$ cat config.mk
export PLATFORM = sky130hd
export DESIGN_NAME = rv_decode_stage_flat
export DESIGN_NICKNAME = d
export VERILOG_FILES = /design/src/rtl/rv_isa_pkg.sv /design/src/rtl/rv_decode_stage_if.sv /design/src/rtl/rv_decode_comb.sv /design/src/rtl/rv_decode_stage.sv /design/src/flat_wrapper.sv
export SDC_FILE = /design/constraint.sdc
export NUM_CORES = 1
export LEC_CHECK = 0
export CORE_ASPECT_RATIO = 0.7
export CORE_UTILIZATION = 50
export DETAILED_ROUTE_END_ITERATION = 7
export PLACE_DENSITY = 0.87
export SLEW_MARGIN = 10
export SYNTH_ARGS = -nofsm -noshare
export SYNTH_HDL_FRONTEND = slang
export SYNTH_SLANG_ARGS = --single-unit
$ cat constraint.sdc
create_clock -name clk -period 15.7 [get_ports clk]
set_clock_uncertainty 0.1 [all_clocks]
set_input_delay 3.14 -clock clk [delete_from_list [all_inputs] [get_ports clk]]
set_output_delay 3.14 -clock clk [all_outputs]
set_load 0.02 [all_outputs]
$ cat src/rtl/rv_isa_pkg.sv
// ----------------------------------------------------------------------------
// rv_isa_pkg
// Shared RV32I decode definitions: opcode/funct3/funct7 constants, the ALU
// operation enum and the decoded-bundle struct handed from the combinational
// decoder to the decode stage registers.
// The immediate and PC travel beside the bundle because they are XLEN wide,
// while this struct holds only the fixed-width fields.
// Optional feature macro used by the importing files: ILLEGAL_DETECT_EN.
// ----------------------------------------------------------------------------
package rv_isa_pkg;

    // Major opcodes (inst[6:0])
    localparam logic [6:0] OPC_OP     = 7'b0110011;
    localparam logic [6:0] OPC_OP_IMM = 7'b0010011;
    localparam logic [6:0] OPC_LOAD   = 7'b0000011;
    localparam logic [6:0] OPC_STORE  = 7'b0100011;
    localparam logic [6:0] OPC_BRANCH = 7'b1100011;
    localparam logic [6:0] OPC_JAL    = 7'b1101111;
    localparam logic [6:0] OPC_JALR   = 7'b1100111;
    localparam logic [6:0] OPC_LUI    = 7'b0110111;

    // funct3 (inst[14:12])
    localparam logic [2:0] F3_ADD_SUB = 3'b000;
    localparam logic [2:0] F3_SLL     = 3'b001;
    localparam logic [2:0] F3_SLT     = 3'b010;
    localparam logic [2:0] F3_SLTU    = 3'b011;
    localparam logic [2:0] F3_XOR     = 3'b100;
    localparam logic [2:0] F3_SRL_SRA = 3'b101;
    localparam logic [2:0] F3_OR      = 3'b110;
    localparam logic [2:0] F3_AND     = 3'b111;
    localparam logic [2:0] F3_WORD    = 3'b010;
    localparam logic [2:0] F3_BEQ     = 3'b000;
    localparam logic [2:0] F3_JALR    = 3'b000;

    // funct7 (inst[31:25])
    localparam logic [6:0] F7_BASE = 7'b0000000;
    localparam logic [6:0] F7_ALT  = 7'b0100000;

    typedef enum logic [3:0] {
        ALU_ADD  = 4'd0,
        ALU_SUB  = 4'd1,
        ALU_AND  = 4'd2,
        ALU_OR   = 4'd3,
        ALU_XOR  = 4'd4,
        ALU_SLL  = 4'd5,
        ALU_SLT  = 4'd6,
        ALU_SLTU = 4'd7,
        ALU_SRL  = 4'd8,
        ALU_SRA  = 4'd9
    } alu_op_t;

    typedef struct packed {
        logic [4:0] rd;
        logic [4:0] rs1;
        logic [4:0] rs2;
        alu_op_t    alu_op;
        logic       reg_write;
        logic       mem_read;
        logic       mem_write;
        logic       branch;
        logic       jump;
        logic       alu_src_imm;
        logic       illegal;
    } dec_bundle_t;

    // funct3 -> ALU op for OP / OP-IMM; alt selects SUB / SRA.
    function automatic alu_op_t alu_op_from_f3(input logic [2:0] f3, input logic alt);
        alu_op_t op;
        case (f3)
            F3_ADD_SUB: op = alt ? ALU_SUB : ALU_ADD;
            F3_SLL:     op = ALU_SLL;
            F3_SLT:     op = ALU_SLT;
            F3_SLTU:    op = ALU_SLTU;
            F3_XOR:     op = ALU_XOR;
            F3_SRL_SRA: op = alt ? ALU_SRA : ALU_SRL;
            F3_OR:      op = ALU_OR;
            default:    op = ALU_AND;
        endcase
        return op;
    endfunction

    // ADDI x0,x0,0 : what an unsupported encoding collapses to.
    function automatic dec_bundle_t nop_bundle();
        dec_bundle_t b;
        b             = '0;
        b.alu_op      = ALU_ADD;
        b.alu_src_imm = 1'b1;
        return b;
    endfunction

endpackage

$ cat src/rtl/rv_decode_stage_if.sv
// ----------------------------------------------------------------------------
// rv_decode_stage_if
// Bundles the fetch-side handshake (in_valid/in_ready, instr_i, pc_i,
// flush_i) and the execute-side handshake plus decoded fields
// (out_valid/out_ready, pc_o, rd/rs1/rs2, imm, alu_op, control bits).
//   master : the environment (fetch + execute)
//   slave  : rv_decode_stage
// ----------------------------------------------------------------------------
interface rv_decode_stage_if #(
    parameter int XLEN = 32
);
    import rv_isa_pkg::*;

    logic            in_valid;
    logic            in_ready;
    logic [31:0]     instr_i;
    logic [XLEN-1:0] pc_i;
    logic            flush_i;

    logic            out_valid;
    logic            out_ready;
    logic [XLEN-1:0] pc_o;
    logic [4:0]      rd_o;
    logic [4:0]      rs1_o;
    logic [4:0]      rs2_o;
    logic [XLEN-1:0] imm_o;
    alu_op_t         alu_op_o;
    logic            reg_write_o;
    logic            mem_read_o;
    logic            mem_write_o;
    logic            branch_o;
    logic            jump_o;
    logic            alu_src_imm_o;
    logic            illegal_o;

    modport master (
        output in_valid, instr_i, pc_i, flush_i, out_ready,
        input  in_ready, out_valid, pc_o, rd_o, rs1_o, rs2_o, imm_o, alu_op_o,
               reg_write_o, mem_read_o, mem_write_o, branch_o, jump_o,
               alu_src_imm_o, illegal_o
    );

    modport slave (
        input  in_valid, instr_i, pc_i, flush_i, out_ready,
        output in_ready, out_valid, pc_o, rd_o, rs1_o, rs2_o, imm_o, alu_op_o,
               reg_write_o, mem_read_o, mem_write_o, branch_o, jump_o,
               alu_src_imm_o, illegal_o
    );
endinterface

$ cat src/rtl/rv_decode_comb.sv
// ----------------------------------------------------------------------------
// rv_decode_comb
// Purely combinational RV32I decoder for the supported subset.
// Ports:
//   instr_i : raw 32-bit instruction
//   dec_o   : decoded register indices, ALU op and control bits
//   imm_o   : immediate sign-extended to XLEN (shift amounts zero-extended)
// Macro ILLEGAL_DETECT_EN: when defined, unsupported encodings set
// dec_o.illegal; otherwise they decode as ADDI x0,x0,0 with illegal clear.
// Register fields an instruction format does not use are driven as 0.
// ----------------------------------------------------------------------------
module rv_decode_comb
    import rv_isa_pkg::*;
#(
    parameter int XLEN = 32
) (
    input  logic [31:0]     instr_i,
    output dec_bundle_t     dec_o,
    output logic [XLEN-1:0] imm_o
);

    logic [6:0]  opc;
    logic [2:0]  f3;
    logic [6:0]  f7;
    logic [31:0] imm32;
    logic        legal;
    logic        is_shift;

    assign opc      = instr_i[6:0];
    assign f3       = instr_i[14:12];
    assign f7       = instr_i[31:25];
    assign is_shift = (f3 == F3_SLL) || (f3 == F3_SRL_SRA);

    always_comb begin
        dec_o = nop_bundle();
        imm32 = '0;
        legal = 1'b0;
        case (opc)
            OPC_OP: begin
                legal = (f7 == F7_BASE) ||
                        ((f7 == F7_ALT) && ((f3 == F3_ADD_SUB) || (f3 == F3_SRL_SRA)));
                dec_o.rd          = instr_i[11:7];
                dec_o.rs1         = instr_i[19:15];
                dec_o.rs2         = instr_i[24:20];
                dec_o.alu_op      = alu_op_from_f3(f3, f7[5]);
                dec_o.alu_src_imm = 1'b0;
                dec_o.reg_write   = 1'b1;
            end
            OPC_OP_IMM: begin
                if (f3 == F3_SLL)
                    legal = (f7 == F7_BASE);
                else if (f3 == F3_SRL_SRA)
                    legal = (f7 == F7_BASE) || (f7 == F7_ALT);
                else
                    legal = 1'b1;
                dec_o.rd        = instr_i[11:7];
                dec_o.rs1       = instr_i[19:15];
                // Only shifts use funct7 to pick the arithmetic variant;
                // for ADDI bit 30 is part of the immediate.
                dec_o.alu_op    = alu_op_from_f3(f3, (f3 == F3_SRL_SRA) && f7[5]);
                dec_o.reg_write = 1'b1;
                imm32 = is_shift ? {27'b0, instr_i[24:20]}
                                 : {{20{instr_i[31]}}, instr_i[31:20]};
            end
            OPC_LOAD: begin
                legal           = (f3 == F3_WORD);
                dec_o.rd        = instr_i[11:7];
                dec_o.rs1       = instr_i[19:15];
                dec_o.mem_read  = 1'b1;
                dec_o.reg_write = 1'b1;
                imm32 = {{20{instr_i[31]}}, instr_i[31:20]};
            end
            OPC_STORE: begin
                legal           = (f3 == F3_WORD);
                dec_o.rs1       = instr_i[19:15];
                dec_o.rs2       = instr_i[24:20];
                dec_o.mem_write = 1'b1;
                imm32 = {{20{instr_i[31]}}, instr_i[31:25], instr_i[11:7]};
            end
            OPC_BRANCH: begin
                legal             = (f3 == F3_BEQ);
                dec_o.rs1         = instr_i[19:15];
                dec_o.rs2         = instr_i[24:20];
                dec_o.alu_op      = ALU_SUB;
                dec_o.alu_src_imm = 1'b0;
                dec_o.branch      = 1'b1;
                imm32 = {{20{instr_i[31]}}, instr_i[7], instr_i[30:25],
                         instr_i[11:8], 1'b0};
            end
            OPC_JAL: begin
                legal           = 1'b1;
                dec_o.rd        = instr_i[11:7];
                dec_o.jump      = 1'b1;
                dec_o.reg_write = 1'b1;
                imm32 = {{12{instr_i[31]}}, instr_i[19:12], instr_i[20],
                         instr_i[30:21], 1'b0};
            end
            OPC_JALR: begin
                legal           = (f3 == F3_JALR);
                dec_o.rd        = instr_i[11:7];
                dec_o.rs1       = instr_i[19:15];
                dec_o.jump      = 1'b1;
                dec_o.reg_write = 1'b1;
                imm32 = {{20{instr_i[31]}}, instr_i[31:20]};
            end
            OPC_LUI: begin
                legal           = 1'b1;
                dec_o.rd        = instr_i[11:7];
                dec_o.reg_write = 1'b1;
                imm32 = {instr_i[31:12], 12'b0};
            end
            default: legal = 1'b0;
        endcase

        if (!legal) begin
            dec_o = nop_bundle();
            imm32 = '0;
`ifdef ILLEGAL_DETECT_EN
            dec_o.illegal = 1'b1;
`endif
        end

        // x0 is hard-wired; never request a write to it.
        if (dec_o.rd == 5'd0)
            dec_o.reg_write = 1'b0;
    end

    assign imm_o = XLEN'($signed(imm32));

endmodule

$ cat src/rtl/rv_decode_stage.sv
// ----------------------------------------------------------------------------
// rv_decode_stage
// One-cycle decode stage with a 2-entry skid buffer (output register + skid
// register) between fetch and execute.
// Ports:
//   clk   : clock, rising edge
//   reset : asynchronous active-high reset
//   bus   : rv_decode_stage_if.slave (fetch and execute handshakes, decoded
//           outputs)
// in_ready is a flop equal to "skid empty", so fetch never sees a
// combinational path from out_ready.
// Macro ILLEGAL_DETECT_EN: when defined, illegal_o reports unsupported
// encodings and illegal_cnt_q counts accepted illegal words (saturating).
// ----------------------------------------------------------------------------
module rv_decode_stage
    import rv_isa_pkg::*;
#(
    parameter int              XLEN         = 32,
    parameter logic [XLEN-1:0] RESET_PC_TAG = XLEN'(32'h0000_0000)
) (
    input logic               clk,
    input logic               reset,
    rv_decode_stage_if.slave  bus
);

    dec_bundle_t     dec;
    logic [XLEN-1:0] dec_imm;

    rv_decode_comb #(.XLEN(XLEN)) u_decode (
        .instr_i (bus.instr_i),
        .dec_o   (dec),
        .imm_o   (dec_imm)
    );

    logic            in_ready_q,  in_ready_d;
    logic            out_valid_q, out_valid_d;
    dec_bundle_t     out_bndl_q,  out_bndl_d;
    logic [XLEN-1:0] out_pc_q,    out_pc_d;
    logic [XLEN-1:0] out_imm_q,   out_imm_d;
    logic            skid_valid_q, skid_valid_d;
    dec_bundle_t     skid_bndl_q,  skid_bndl_d;
    logic [XLEN-1:0] skid_pc_q,    skid_pc_d;
    logic [XLEN-1:0] skid_imm_q,   skid_imm_d;
    logic            accept;

    assign accept = bus.in_valid && in_ready_q && !bus.flush_i;

    always_comb begin
        out_valid_d  = out_valid_q;
        out_bndl_d   = out_bndl_q;
        out_pc_d     = out_pc_q;
        out_imm_d    = out_imm_q;
        skid_valid_d = skid_valid_q;
        skid_bndl_d  = skid_bndl_q;
        skid_pc_d    = skid_pc_q;
        skid_imm_d   = skid_imm_q;

        if (bus.flush_i) begin
            out_valid_d  = 1'b0;
            skid_valid_d = 1'b0;
        end else if (!out_valid_q || bus.out_ready) begin
            // Output slot frees this cycle: the older skid word goes first.
            // A skid word and a new accept cannot coexist, since in_ready_q
            // is low whenever the skid is occupied.
            if (skid_valid_q) begin
                out_valid_d  = 1'b1;
                out_bndl_d   = skid_bndl_q;
                out_pc_d     = skid_pc_q;
                out_imm_d    = skid_imm_q;
                skid_valid_d = 1'b0;
            end else if (accept) begin
                out_valid_d = 1'b1;
                out_bndl_d  = dec;
                out_pc_d    = bus.pc_i;
                out_imm_d   = dec_imm;
            end else begin
                out_valid_d = 1'b0;
            end
        end else if (accept) begin
            // Output stalled: park the new word in the skid.
            skid_valid_d = 1'b1;
            skid_bndl_d  = dec;
            skid_pc_d    = bus.pc_i;
            skid_imm_d   = dec_imm;
        end

        in_ready_d = !skid_valid_d;
    end

    always_ff @(posedge clk or posedge reset) begin
        if (reset) begin
            in_ready_q   <= 1'b0;
            out_valid_q  <= 1'b0;
            skid_valid_q <= 1'b0;
            out_bndl_q   <= '0;
            out_pc_q     <= RESET_PC_TAG;
            out_imm_q    <= '0;
        end else begin
            in_ready_q   <= in_ready_d;
            out_valid_q  <= out_valid_d;
            skid_valid_q <= skid_valid_d;
            out_bndl_q   <= out_bndl_d;
            out_pc_q     <= out_pc_d;
            out_imm_q    <= out_imm_d;
        end
    end

    // Skid payload is only meaningful while skid_valid_q is set.
    always_ff @(posedge clk) begin
        skid_bndl_q <= skid_bndl_d;
        skid_pc_q   <= skid_pc_d;
        skid_imm_q  <= skid_imm_d;
    end

`ifdef ILLEGAL_DETECT_EN
    logic [15:0] illegal_cnt_q, illegal_cnt_d;

    always_comb begin
        illegal_cnt_d = illegal_cnt_q;
        if (accept && dec.illegal && (illegal_cnt_q != 16'hFFFF))
            illegal_cnt_d = illegal_cnt_q + 16'd1;
    end

    always_ff @(posedge clk or posedge reset) begin
        if (reset)
            illegal_cnt_q <= '0;
        else
            illegal_cnt_q <= illegal_cnt_d;
    end
`endif

    assign bus.in_ready      = in_ready_q;
    assign bus.out_valid     = out_valid_q;
    assign bus.pc_o          = out_pc_q;
    assign bus.imm_o         = out_imm_q;
    assign bus.rd_o          = out_bndl_q.rd;
    assign bus.rs1_o         = out_bndl_q.rs1;
    assign bus.rs2_o         = out_bndl_q.rs2;
    assign bus.alu_op_o      = out_bndl_q.alu_op;
    assign bus.reg_write_o   = out_bndl_q.reg_write;
    assign bus.mem_read_o    = out_bndl_q.mem_read;
    assign bus.mem_write_o   = out_bndl_q.mem_write;
    assign bus.branch_o      = out_bndl_q.branch;
    assign bus.jump_o        = out_bndl_q.jump;
    assign bus.alu_src_imm_o = out_bndl_q.alu_src_imm;
`ifdef ILLEGAL_DETECT_EN
    assign bus.illegal_o     = out_bndl_q.illegal;
`else
    assign bus.illegal_o     = 1'b0;
`endif

endmodule

$ cat src/flat_wrapper.sv
// flat-port wrapper written by rule: the top's interface ports become plain ports
module rv_decode_stage_flat import rv_isa_pkg::*;
#(
    parameter int              XLEN         = 32,
    parameter logic [XLEN-1:0] RESET_PC_TAG = XLEN'(32'h0000_0000)
)
  (clk, reset, bus_in_valid, bus_instr_i, bus_pc_i, bus_flush_i, bus_out_ready, bus_in_ready, bus_out_valid, bus_pc_o, bus_rd_o, bus_rs1_o, bus_rs2_o, bus_imm_o, bus_alu_op_o, bus_reg_write_o, bus_mem_read_o, bus_mem_write_o, bus_branch_o, bus_jump_o, bus_alu_src_imm_o, bus_illegal_o);
  rv_decode_stage_if #(.XLEN(XLEN)) bus_i ();
  input logic clk;
  input logic reset;
  input wire logic [$bits(bus_i.in_valid)-1:0] bus_in_valid;
  input wire logic [$bits(bus_i.instr_i)-1:0] bus_instr_i;
  input wire logic [$bits(bus_i.pc_i)-1:0] bus_pc_i;
  input wire logic [$bits(bus_i.flush_i)-1:0] bus_flush_i;
  input wire logic [$bits(bus_i.out_ready)-1:0] bus_out_ready;
  output wire logic [$bits(bus_i.in_ready)-1:0] bus_in_ready;
  output wire logic [$bits(bus_i.out_valid)-1:0] bus_out_valid;
  output wire logic [$bits(bus_i.pc_o)-1:0] bus_pc_o;
  output wire logic [$bits(bus_i.rd_o)-1:0] bus_rd_o;
  output wire logic [$bits(bus_i.rs1_o)-1:0] bus_rs1_o;
  output wire logic [$bits(bus_i.rs2_o)-1:0] bus_rs2_o;
  output wire logic [$bits(bus_i.imm_o)-1:0] bus_imm_o;
  output wire logic [$bits(bus_i.alu_op_o)-1:0] bus_alu_op_o;
  output wire logic [$bits(bus_i.reg_write_o)-1:0] bus_reg_write_o;
  output wire logic [$bits(bus_i.mem_read_o)-1:0] bus_mem_read_o;
  output wire logic [$bits(bus_i.mem_write_o)-1:0] bus_mem_write_o;
  output wire logic [$bits(bus_i.branch_o)-1:0] bus_branch_o;
  output wire logic [$bits(bus_i.jump_o)-1:0] bus_jump_o;
  output wire logic [$bits(bus_i.alu_src_imm_o)-1:0] bus_alu_src_imm_o;
  output wire logic [$bits(bus_i.illegal_o)-1:0] bus_illegal_o;
  assign bus_i.in_valid = bus_in_valid;
  assign bus_i.instr_i = bus_instr_i;
  assign bus_i.pc_i = bus_pc_i;
  assign bus_i.flush_i = bus_flush_i;
  assign bus_i.out_ready = bus_out_ready;
  assign bus_in_ready = bus_i.in_ready;
  assign bus_out_valid = bus_i.out_valid;
  assign bus_pc_o = bus_i.pc_o;
  assign bus_rd_o = bus_i.rd_o;
  assign bus_rs1_o = bus_i.rs1_o;
  assign bus_rs2_o = bus_i.rs2_o;
  assign bus_imm_o = bus_i.imm_o;
  assign bus_alu_op_o = bus_i.alu_op_o;
  assign bus_reg_write_o = bus_i.reg_write_o;
  assign bus_mem_read_o = bus_i.mem_read_o;
  assign bus_mem_write_o = bus_i.mem_write_o;
  assign bus_branch_o = bus_i.branch_o;
  assign bus_jump_o = bus_i.jump_o;
  assign bus_alu_src_imm_o = bus_i.alu_src_imm_o;
  assign bus_illegal_o = bus_i.illegal_o;
  rv_decode_stage #(.XLEN(XLEN), .RESET_PC_TAG(RESET_PC_TAG)) u_core (.clk(clk), .reset(reset), .bus(bus_i));
endmodule
==> impl_metrics.tcl <==
set metrics [dict create \
    dp_cells 1031 \
    wl_per_cell_um 20.4 \
    yosysWarnings 0 \
    finalCritPeriodShare 0.405 \
    p_sw_mw 0.312 \
    synth_fa_ha_area_frac 0 \
    layout_setup_ws_ps 9340 \
    htreeDepth 4 \
    p_clk_frac 0.365 \
    required_ps 15930 \
    nNetsFinal 919 \
    reg2reg_depth 7 \
    tns_ps 0 \
    slew_viol_final 0 \
    dieArea_um2 16700 \
    crit_fanout 29 \
    slew_headroom 0.191 \
    ant_nets 0 \
    rsz0062_at_grt "false" \
    overflow 0 \
    stdcell_count 1064 \
    cellPowerDensity_nw_per_um2 109 \
    clockRootBuffer "clkbuf_16" \
    synthToLayoutAreaGrowth_pct 27.5 \
    power.share.switching 0.278 \
    drc_errors 0 \
    cts_resized 0 \
    status "finished, final reports clean" \
    ctsHoldBuffers 0 \
    irDropWorstVdd_mv 0.0687 \
    setup_violations 0 \
    fillers 1161 \
    start_util 0.517 \
    seq_area_um2 4980 \
    grt_start_max_net_pins 77 \
    p_comb_frac 0.154 \
    internal_power_mw 0.811 \
    synth_edf_count 89 \
    clkSinkCount 181 \
    hold-worst-slack_ps 392 \
    finalWirelength_mm 21.7 \
    io_pins 161 \
    critical_path_arrival_ps 6590 \
    worst_hold_path_type "flop to flop" \
    netlist.area_leader.share 0.330 \
    avgSynthCellArea_um2 11.2 \
    drtIter0Drc 671 \
    finalWeightedCongestion 0.914 \
    clock.fmax_mhz 157 \
    synth_area_leaders "edfxtp_1 (33%), dfrtp_1 (28%), a21oi_1 (7.2%), and3_1 (4.9%), mux2i_1 (4.0%)" \
    final_cell_area_um2 10300 \
    min_delay_path_depth 2 \
    synthDistinctLibCells 55 \
    synth_area_leader_cell "edfxtp_1" \
    die_w_um 154 \
    die_h_um 108 \
    start_kind "primary input" \
    synth-xor-area-share 0.00108 \
    clkLatencyLatePin_ps 420 \
    clk_pin_slew_ps 70 \
    cts_setup_buffers 0 \
    synth_simple_gate_area_frac 0.136 \
    min_period_ps 6360 \
    drt-pass1-iter-count 5 \
    hpwl_mm 13.9 \
    port_buffers 159 \
    synth_compound_area_frac 0.165 \
    async_flop_share 0.508 \
    dp_worst_setup_slack_ps 8960 \
    path_class "primary input to flop" \
    ys_top_cells_by_count "a21oi_1 (117), dfrtp_1 (92), edfxtp_1 (89)" \
    tightest_slew_ps 1210 \
    coreArea_um2 15600 \
    ys.flop_type "dfrtp_1" \
    syn_inst 723 \
    grt_first_pass_wirelength_mm 33.9 \
    hold_viol 0 \
    cellLeakagePower_nw 3.86 \
    cts_tree "done" \
    row_count 38 \
    final_core_util 0.660 \
    layout-drive-gt1-share 0.0649 \
    seqPwrFrac 0.482 \
    power_mw 1.12 \
    vias_per_cell 6.07 \
    synth_nets 792 \
    grt_usage 0.267 \
    synthesis.area_um2 8090 \
    grt_pass1_vias 6207 \
    numCtsBuffers 17 \
    drv_cap 0 \
    synth_seq_cells 181 \
    clockBufferDepth 2 \
    antenna_found_initial 1 \
    synth_top_family_by_area "compound AO/OA/AOI/OAI gates" \
    critPathCaptureType "flop" \
    postPlaceCellArea_um2 9750 \
    synthMuxAreaShare 0.0396 \
    multiInputGateArea_um2 2790 \
    synth_most_common_cell "a21oi_1" \
    ys_seq_area_frac 0.615 \
    num_vias 6461 \
]
## cell type report
class / instances / share of cell area
antenna: 1 / 0.000243
multi-input combinational: 464 / 0.271
clock inverter: 15 / 0.0137
timing repair buffer: 167 / 0.160
inverter: 19 / 0.00715
sequential: 181 / 0.483
clock buffer: 17 / 0.0412
tap: 200 / 0.0243
## cells in the final DEF, fill, tap and decap left out, types with 3 or more instances in the layout
cell             netlist  final
clkdlybuf4s50_1        0    159
a21oi_1              117    117
dfrtp_1               92     91
edfxtp_1              89     89
nor2_1                85     85
and3_1                63     63
mux2i_1               32     32
o21ai_0               23     23
o21ai_1               22     22
inv_1                 19     18
clkbuf_16              0     17
nand2_1               12     12
a211oi_1              12     12
o2111ai_1             10     10
buf_4                  8      8
nor2b_1                5      5
nand2b_1               5      5
a22o_1                 5      5
o41ai_1                5      5
o31ai_1                5      5
clkinvlp_4             0      5
inv_8                  0      5
nor4_1                 4      4
nand4_1                4      4
or3_1                  4      4
nand3_1                5      4
o21a_1                 3      3
nor3_1                 4      3
a31oi_1                3      3
## routing by layer
metal | share of wire | global-route usage | wire (µm)
met1 | 0.44 | 0.388 | 9490
met2 | 0.44 | 0.394 | 9500
met3 | 0.10 | 0.0669 | 2240
met4 | 0.020 | 0.0871 | 444
met5 | 0 | 0 | 0
## state kept, by name, summed over array words and instances (netlist names)
name                      cells
u_core.bus.imm_o             32
u_core.bus.mem_read_o         1
u_core.bus.pc_o              32
u_core.bus.jump_o             1
u_core.bus.rs1_o              5
u_core.skid_valid_q           1
u_core.bus.out_valid          1
u_core.bus.mem_write_o        1
u_core.bus.rd_o               5
u_core.bus.in_ready           1
u_core.bus.rs2_o              5
u_core.bus.branch_o           1
u_core.bus.alu_op_o           4
u_core.bus.alu_src_imm_o      1
u_core.skid_bndl_q           25
u_core.skid_pc_q             32
u_core.skid_imm_q            32
u_core.bus.reg_write_o        1
## cell families (layout without fill, tap and decap cells)
logic type	Yosys count	in the layout
AOI/OAI and AO/OA	220	220
xor gates and xnor gates	1	1
buffers and inverters	78	218
DFF	181	181
muxes	32	32
other	1	2
and+or+nand+nor	210	210
## path summary, 6_finish.rpt
kind	from	endpoint	slack [ps]
min in group asynchronous	reset	u_core.bus.pc_o[5]	2960
worst max-delay path	bus_instr_i[3]	u_core.bus.imm_o[26]	9340
worst max register to register	u_core.skid_valid_q	u_core.bus.imm_o[29]	12790
worst min-delay path	u_core.bus.imm_o[8]	u_core.bus.imm_o[8]	390
worst min register to register	u_core.bus.imm_o[8]	u_core.bus.imm_o[8]	390
max in group asynchronous	reset	u_core.bus.imm_o[3]	11350
## worst max-delay path, stage by stage
cell and delay (ps):
clkdlybuf4s50_1 630, nand4bb_1 540, or3_1 470, o22ai_2 920, o2111ai_4 560, o21ai_0 330
## power by group through the flow
| stage | Clock [mW] | Combinational [mW] | Sequential (mW) |
|---|---|---|---|
| CTS | 0.415 | 0.172 | 0.541 |
| floorplan | 0 | 0.0525 | 0.579 |
| global placement | 0 | 0.168 | 0.549 |
| detailed placement | 0 | 0.171 | 0.551 |
| finish | 0.410 | 0.173 | 0.541 |
| global route | 0.434 | 0.185 | 0.545 |
Power figures use the tool's default switching activity.
